### src/rtl/tdr_pkg.sv
// Shared definitions for the time-redundant flip-flop mode controller:
// the 3-bit state encoding and the default parameter values.
package tdr_pkg;

  typedef enum logic [2:0] {
    ST_NORMAL  = 3'd0,
    ST_ARM     = 3'd1,
    ST_CHECK   = 3'd2,
    ST_RECOVER = 3'd3,
    ST_FAULT   = 3'd4
  } tdr_state_e;

  localparam int DEF_NUM_FF     = 8;
  localparam int DEF_CNT_W      = 4;
  localparam int DEF_ERR_THRESH = 3;
  localparam int DEF_REC_CYCLES = 2;

endpackage

### src/rtl/tdr_err_counter.sv
// Saturating error counter with a clear that overrides increment, plus a
// look-ahead flag telling whether an increment would reach the threshold.
module tdr_err_counter
  import tdr_pkg::*;
#(
  parameter int CNT_W  = DEF_CNT_W,
  parameter int THRESH = DEF_ERR_THRESH
) (
  input  logic             clk,
  input  logic             rst,
  input  logic             inc,
  input  logic             clr,
  output logic [CNT_W-1:0] cnt,
  output logic             thresh_on_inc
);

  localparam logic [CNT_W-1:0] THRESH_C = CNT_W'(THRESH);

  logic [CNT_W-1:0] cnt_reg;
  logic [CNT_W-1:0] cnt_inc;

  always_comb begin
    cnt_inc = (&cnt_reg) ? cnt_reg : cnt_reg + 1'b1;
  end

  always_ff @(posedge clk) begin
    if (rst || clr) begin
      cnt_reg <= '0;
    end else if (inc) begin
      cnt_reg <= cnt_inc;
    end
  end

  assign cnt           = cnt_reg;
  assign thresh_on_inc = (cnt_inc >= THRESH_C);

endmodule

### src/rtl/tdr_mode_ctrl.sv
// Mode controller for a bank of time-redundant flip-flops: sequences
// normal/arm/check/recover/fault, counts errors and logs failing blocks.
module tdr_mode_ctrl
  import tdr_pkg::*;
#(
  parameter int NUM_FF     = DEF_NUM_FF,
  parameter int CNT_W      = DEF_CNT_W,
  parameter int ERR_THRESH = DEF_ERR_THRESH,
  parameter int REC_CYCLES = DEF_REC_CYCLES
) (
  input  logic              clk,
  input  logic              rst,
  input  logic              tdr_en,
  input  logic              clear,
  input  logic [NUM_FF-1:0] fail_vec,
  output logic              modeS,
  output logic              stall,
  output logic              err_pulse,
  output logic [CNT_W-1:0]  err_cnt,
  output logic [NUM_FF-1:0] fail_log,
  output logic              fault,
  output logic [2:0]        state_o
);

  // Recovery down-counter is loaded with REC_CYCLES-1 so RECOVER lasts REC_CYCLES cycles.
  localparam int              REC_W    = (REC_CYCLES > 1) ? $clog2(REC_CYCLES) : 1;
  localparam logic [REC_W-1:0] REC_LOAD = REC_W'(REC_CYCLES - 1);

  tdr_state_e        state_reg, state_next;
  logic [REC_W-1:0]  rec_reg, rec_next;
  logic              err_pulse_reg;
  logic [NUM_FF-1:0] fail_log_reg, fail_log_next;
  logic              fail_any;
  logic              accept;
  logic              thresh_on_inc;

  assign fail_any = |fail_vec;
  assign accept   = (state_reg == ST_CHECK) && fail_any;

  tdr_err_counter #(
    .CNT_W (CNT_W),
    .THRESH(ERR_THRESH)
  ) u_err_counter (
    .clk          (clk),
    .rst          (rst),
    .inc          (accept),
    .clr          (clear),
    .cnt          (err_cnt),
    .thresh_on_inc(thresh_on_inc)
  );

  always_comb begin
    state_next    = state_reg;
    rec_next      = rec_reg;
    fail_log_next = fail_log_reg;

    if (clear) begin
      fail_log_next = '0;
    end else if (accept) begin
      fail_log_next = fail_log_reg | fail_vec;
    end

    case (state_reg)
      ST_NORMAL: begin
        if (tdr_en) state_next = ST_ARM;
      end
      ST_ARM: begin
        state_next = tdr_en ? ST_CHECK : ST_NORMAL;
      end
      ST_CHECK: begin
        // An error beats a simultaneous drop of tdr_en; a clear suppresses escalation.
        if (fail_any) begin
          rec_next   = REC_LOAD;
          state_next = (!clear && thresh_on_inc) ? ST_FAULT : ST_RECOVER;
        end else if (!tdr_en) begin
          state_next = ST_NORMAL;
        end
      end
      ST_RECOVER: begin
        if (rec_reg == '0) begin
          state_next = tdr_en ? ST_CHECK : ST_NORMAL;
        end else begin
          rec_next = rec_reg - 1'b1;
        end
      end
      ST_FAULT: begin
        if (clear) state_next = ST_NORMAL;
      end
      default: state_next = ST_NORMAL;
    endcase
  end

  always_ff @(posedge clk) begin
    if (rst) begin
      state_reg     <= ST_NORMAL;
      rec_reg       <= '0;
      err_pulse_reg <= 1'b0;
      fail_log_reg  <= '0;
    end else begin
      state_reg     <= state_next;
      rec_reg       <= rec_next;
      err_pulse_reg <= accept;
      fail_log_reg  <= fail_log_next;
    end
  end

  assign modeS     = (state_reg == ST_NORMAL) || (state_reg == ST_FAULT);
  assign stall     = (state_reg == ST_RECOVER);
  assign fault     = (state_reg == ST_FAULT);
  assign err_pulse = err_pulse_reg;
  assign fail_log  = fail_log_reg;
  assign state_o   = state_reg;

endmodule

### config.mk
export PLATFORM = sky130hd
export DESIGN_NAME = tdr_mode_ctrl
export DESIGN_NICKNAME = d
export VERILOG_FILES = /design/src/rtl/tdr_pkg.sv /design/src/rtl/tdr_err_counter.sv /design/src/rtl/tdr_mode_ctrl.sv
export SDC_FILE = /design/constraint.sdc
export NUM_CORES = 1
export LEC_CHECK = 0
export BUFFER_PORTS_ARGS = -buffer_cell sky130_fd_sc_hd__buf_2
export CAP_MARGIN = 20
export CORE_MARGIN = 2
export CORE_UTILIZATION = 46
export CTS_CLUSTER_SIZE = 28
export DETAILED_ROUTE_END_ITERATION = 10
export GPL_ROUTABILITY_DRIVEN = 0
export PLACE_DENSITY = 0.76
export RECOVER_POWER = 100
export SLEW_MARGIN = 20
export SYNTH_ARGS = -nofsm -noshare
export SYNTH_HDL_FRONTEND = slang
export SYNTH_HIERARCHICAL = 1
export SYNTH_SLANG_ARGS = --single-unit
### constraint.sdc
create_clock -name clk -period 2.31 [get_ports clk]
set_input_delay 0.462 -clock clk [delete_from_list [all_inputs] [get_ports clk]]
set_output_delay 0.462 -clock clk [all_outputs]
set_load 0.01 [all_outputs]
==> qor.yml <==
synth_ff_type: "dfxtp_1"
hold_violations: 0
drt-initial-drc-count: 12
die_w_um: 45.0
slew_headroom_pct: 73.5
cts_tree: "built"
ys_ff_latch: 17
core_mm2: 0.00154
critPathRequiredTime_ns: 2.49
yosysSeqAreaShare_pct: 43.9
syn_to_final_growth_pct: 20.8
p_leak_nw: 0.335
antenna_cells: 0
cts.sinks: 17
async_flop_share_pct: 0
syn_inst: 82
cp.arrival_ns: 2.02
grt_pass1_vias: 685
path_class: "reg -> reg"
cts-resized-gates: 0
final_antenna_net_count: 0
vdd_drop_max_mv: 0.369
route.vias.total: 722
finalSetupViolCount: 0
fin_util_pct: 60.7
overflow: 0
hold_buffers: 0
yosys-top-cells-area: "dfxtp_1, a21oi_1, nor3_1"
cts-root-buf: "clkbuf_4"
cts_buffers: 3
synth_enable_flop_cells: 0
postCtsSetupBuffers: 0
fin_tns_setup_ns: 0
path_cells: "nor3b_4, a21boi_4, nand4_1, a2111oi_0"
clkSlewWorstSetupHoldPaths_ns: 0.10
synth_common_cells: "dfxtp_1, a21oi_1, nor3_1, nand2_1, nor2_1"
max_stage_delay_ns: 0.45
fp-row-count: 14
finalNetCount: 127
start_kind: "register"
die_h_um: 45.0
yosys_warnings: 6
synth.distinct_cells: 31
synthesis.area_um2: 774
via_per_inst: 5.60
worstPathMaxFanout: 9
post-route-period-util_pct: 79.5
fin_skew_ns: 0.00526
synth_area_leader_cell: "dfxtp_1"
power_density_mw_per_mm2: 544
io-pin-count: 31
start_util_pct: 50.2
largest_reg_flops: 8
critPathCaptureType: "register"
drc: 0
antenna_found_initial: 0
worstHoldPathType: "in -> reg"
syn_nets: 95
syn_area_per_cell_um2: 9.45
worstMarginPinSlew_ns: 0.394
synth_top_area_share_pct: 43.9
dr.pass1.iters: 4
wl_per_cell_um: 12.7
min_period_ns: 1.84
fmax_mhz: 545
hpwl_um: 1230
clock_latency_ns: 0.29
finalWirelength_um: 1630
layout-drive-gt1-share_pct: 18.6
grt_usage_pct: 19.1
htreeDepth: 1
die_area_mm2: 0.00203
rsz0062_at_grt: "no"
synth.most_common_cell: "dfxtp_1"
grt_start_max_net_pins: 18
portBuffers: 30
clockBufferDepth: 2
cp_slowest_cell: "dfxtp_1"
grt_pass1_wl_um: 2820
report.final.slew_viol_count: 0
status: "finished, final reports clean"
max_cap_viol_count: 0
through the flow:
stage               power [W]  hold slack [ns]  std cells  worst slack, ns  area (um2)
CTS                  0.000516            0.485        129            0.487         960
global placement     0.000361            0.499        125            0.580         932
detailed placement   0.000361            0.496        125            0.497         932
global route         0.000533            0.505        129            0.252         936
floorplan            0.000335            0.509         82            0.647         774
finish               0.000510            0.487        129            0.474         936
kinds of logic (layout without fill, tap and decap cells):
logic type	count (synthesis)	in the layout	share of synthesized area [%]
adder cells (fa/ha/maj)	1	1	1.62
buffers and inverters	5	36	2.58
AND/OR/NAND/NOR	36	36	30.2
multiplexers	2	2	2.58
AO/OA/AOI/OAI	21	21	19.1
flip-flops	17	17	43.9
worst max-delay path, delay by kind of cell (launching register included):
family	cells	cell delay [ns]
AOI/OAI and AO/OA	2	0.73
DFF	1	0.45
and+or+nand+nor	2	0.54
path summary, 6_finish.rpt:
check,from,slack (ns),cells after the start,end
max,state_o[1],0.47,4,u_err_counter/cnt[3]
min,fail_vec[4],0.49,3,fail_log[4]
max reg2reg,state_o[1],0.47,4,u_err_counter/cnt[3]
min reg2reg,fail_log[6],0.52,2,fail_log[6]
layout make-up:
cell class                      instances  area, um2
Timing Repair Buffer                   30        128
Fill cell                             146        606
Clock inverter                          1       5.00
Sequential cell                        17        340
Inverter                                2       7.51
Tap cell                               16       20.0
Clock buffer                            3       22.5
Multi-Input combinational cell         60        413
routing by layer:
layer | part of all wire (%) | global-route usage, % | vias up
li1 | - | - | 366
met2 | 49 | 31.1 | 21
met4 | 0.80 | 7.65 | 0
met3 | 6.1 | 7.20 | 3
met1 | 44 | 22.6 | 332
met5 | 0 | 0 | -
placed cells by master, fill, tap and decap left out:
cell type,synthesis,routed
clkbuf_1,1,18
dfxtp_1,17,17
a21oi_1,12,12
buf_2,1,12
nor3_1,10,10
nand2_1,6,6
nor2_1,5,5
nor2b_1,3,3
clkbuf_4,0,3
nor4_4,2,2
nand2b_1,2,2
inv_1,2,2
o21ai_0,1,2
mux2i_1,2,2
nor3b_4,1,1
a21boi_4,1,1
and2_0,0,1
and3b_1,1,1
nand3_1,1,1
a311oi_1,1,1
o31ai_1,1,1
a22oi_1,1,1
a32oi_1,1,1
or4b_1,1,1
o41ai_2,1,1
clkinv_2,0,1
nor3b_1,1,1
nor4_1,1,1
nand4_1,1,1
a2111oi_0,0,1
ha_1,1,1
report_power, final:
group / internal [W] / switching (W)
sequential: 0.000297 / 0.00000562
combinational: 0.0000198 / 0.0000308
clock: 0.0000645 / 0.0000921
(Power assumes the default switching activity.)
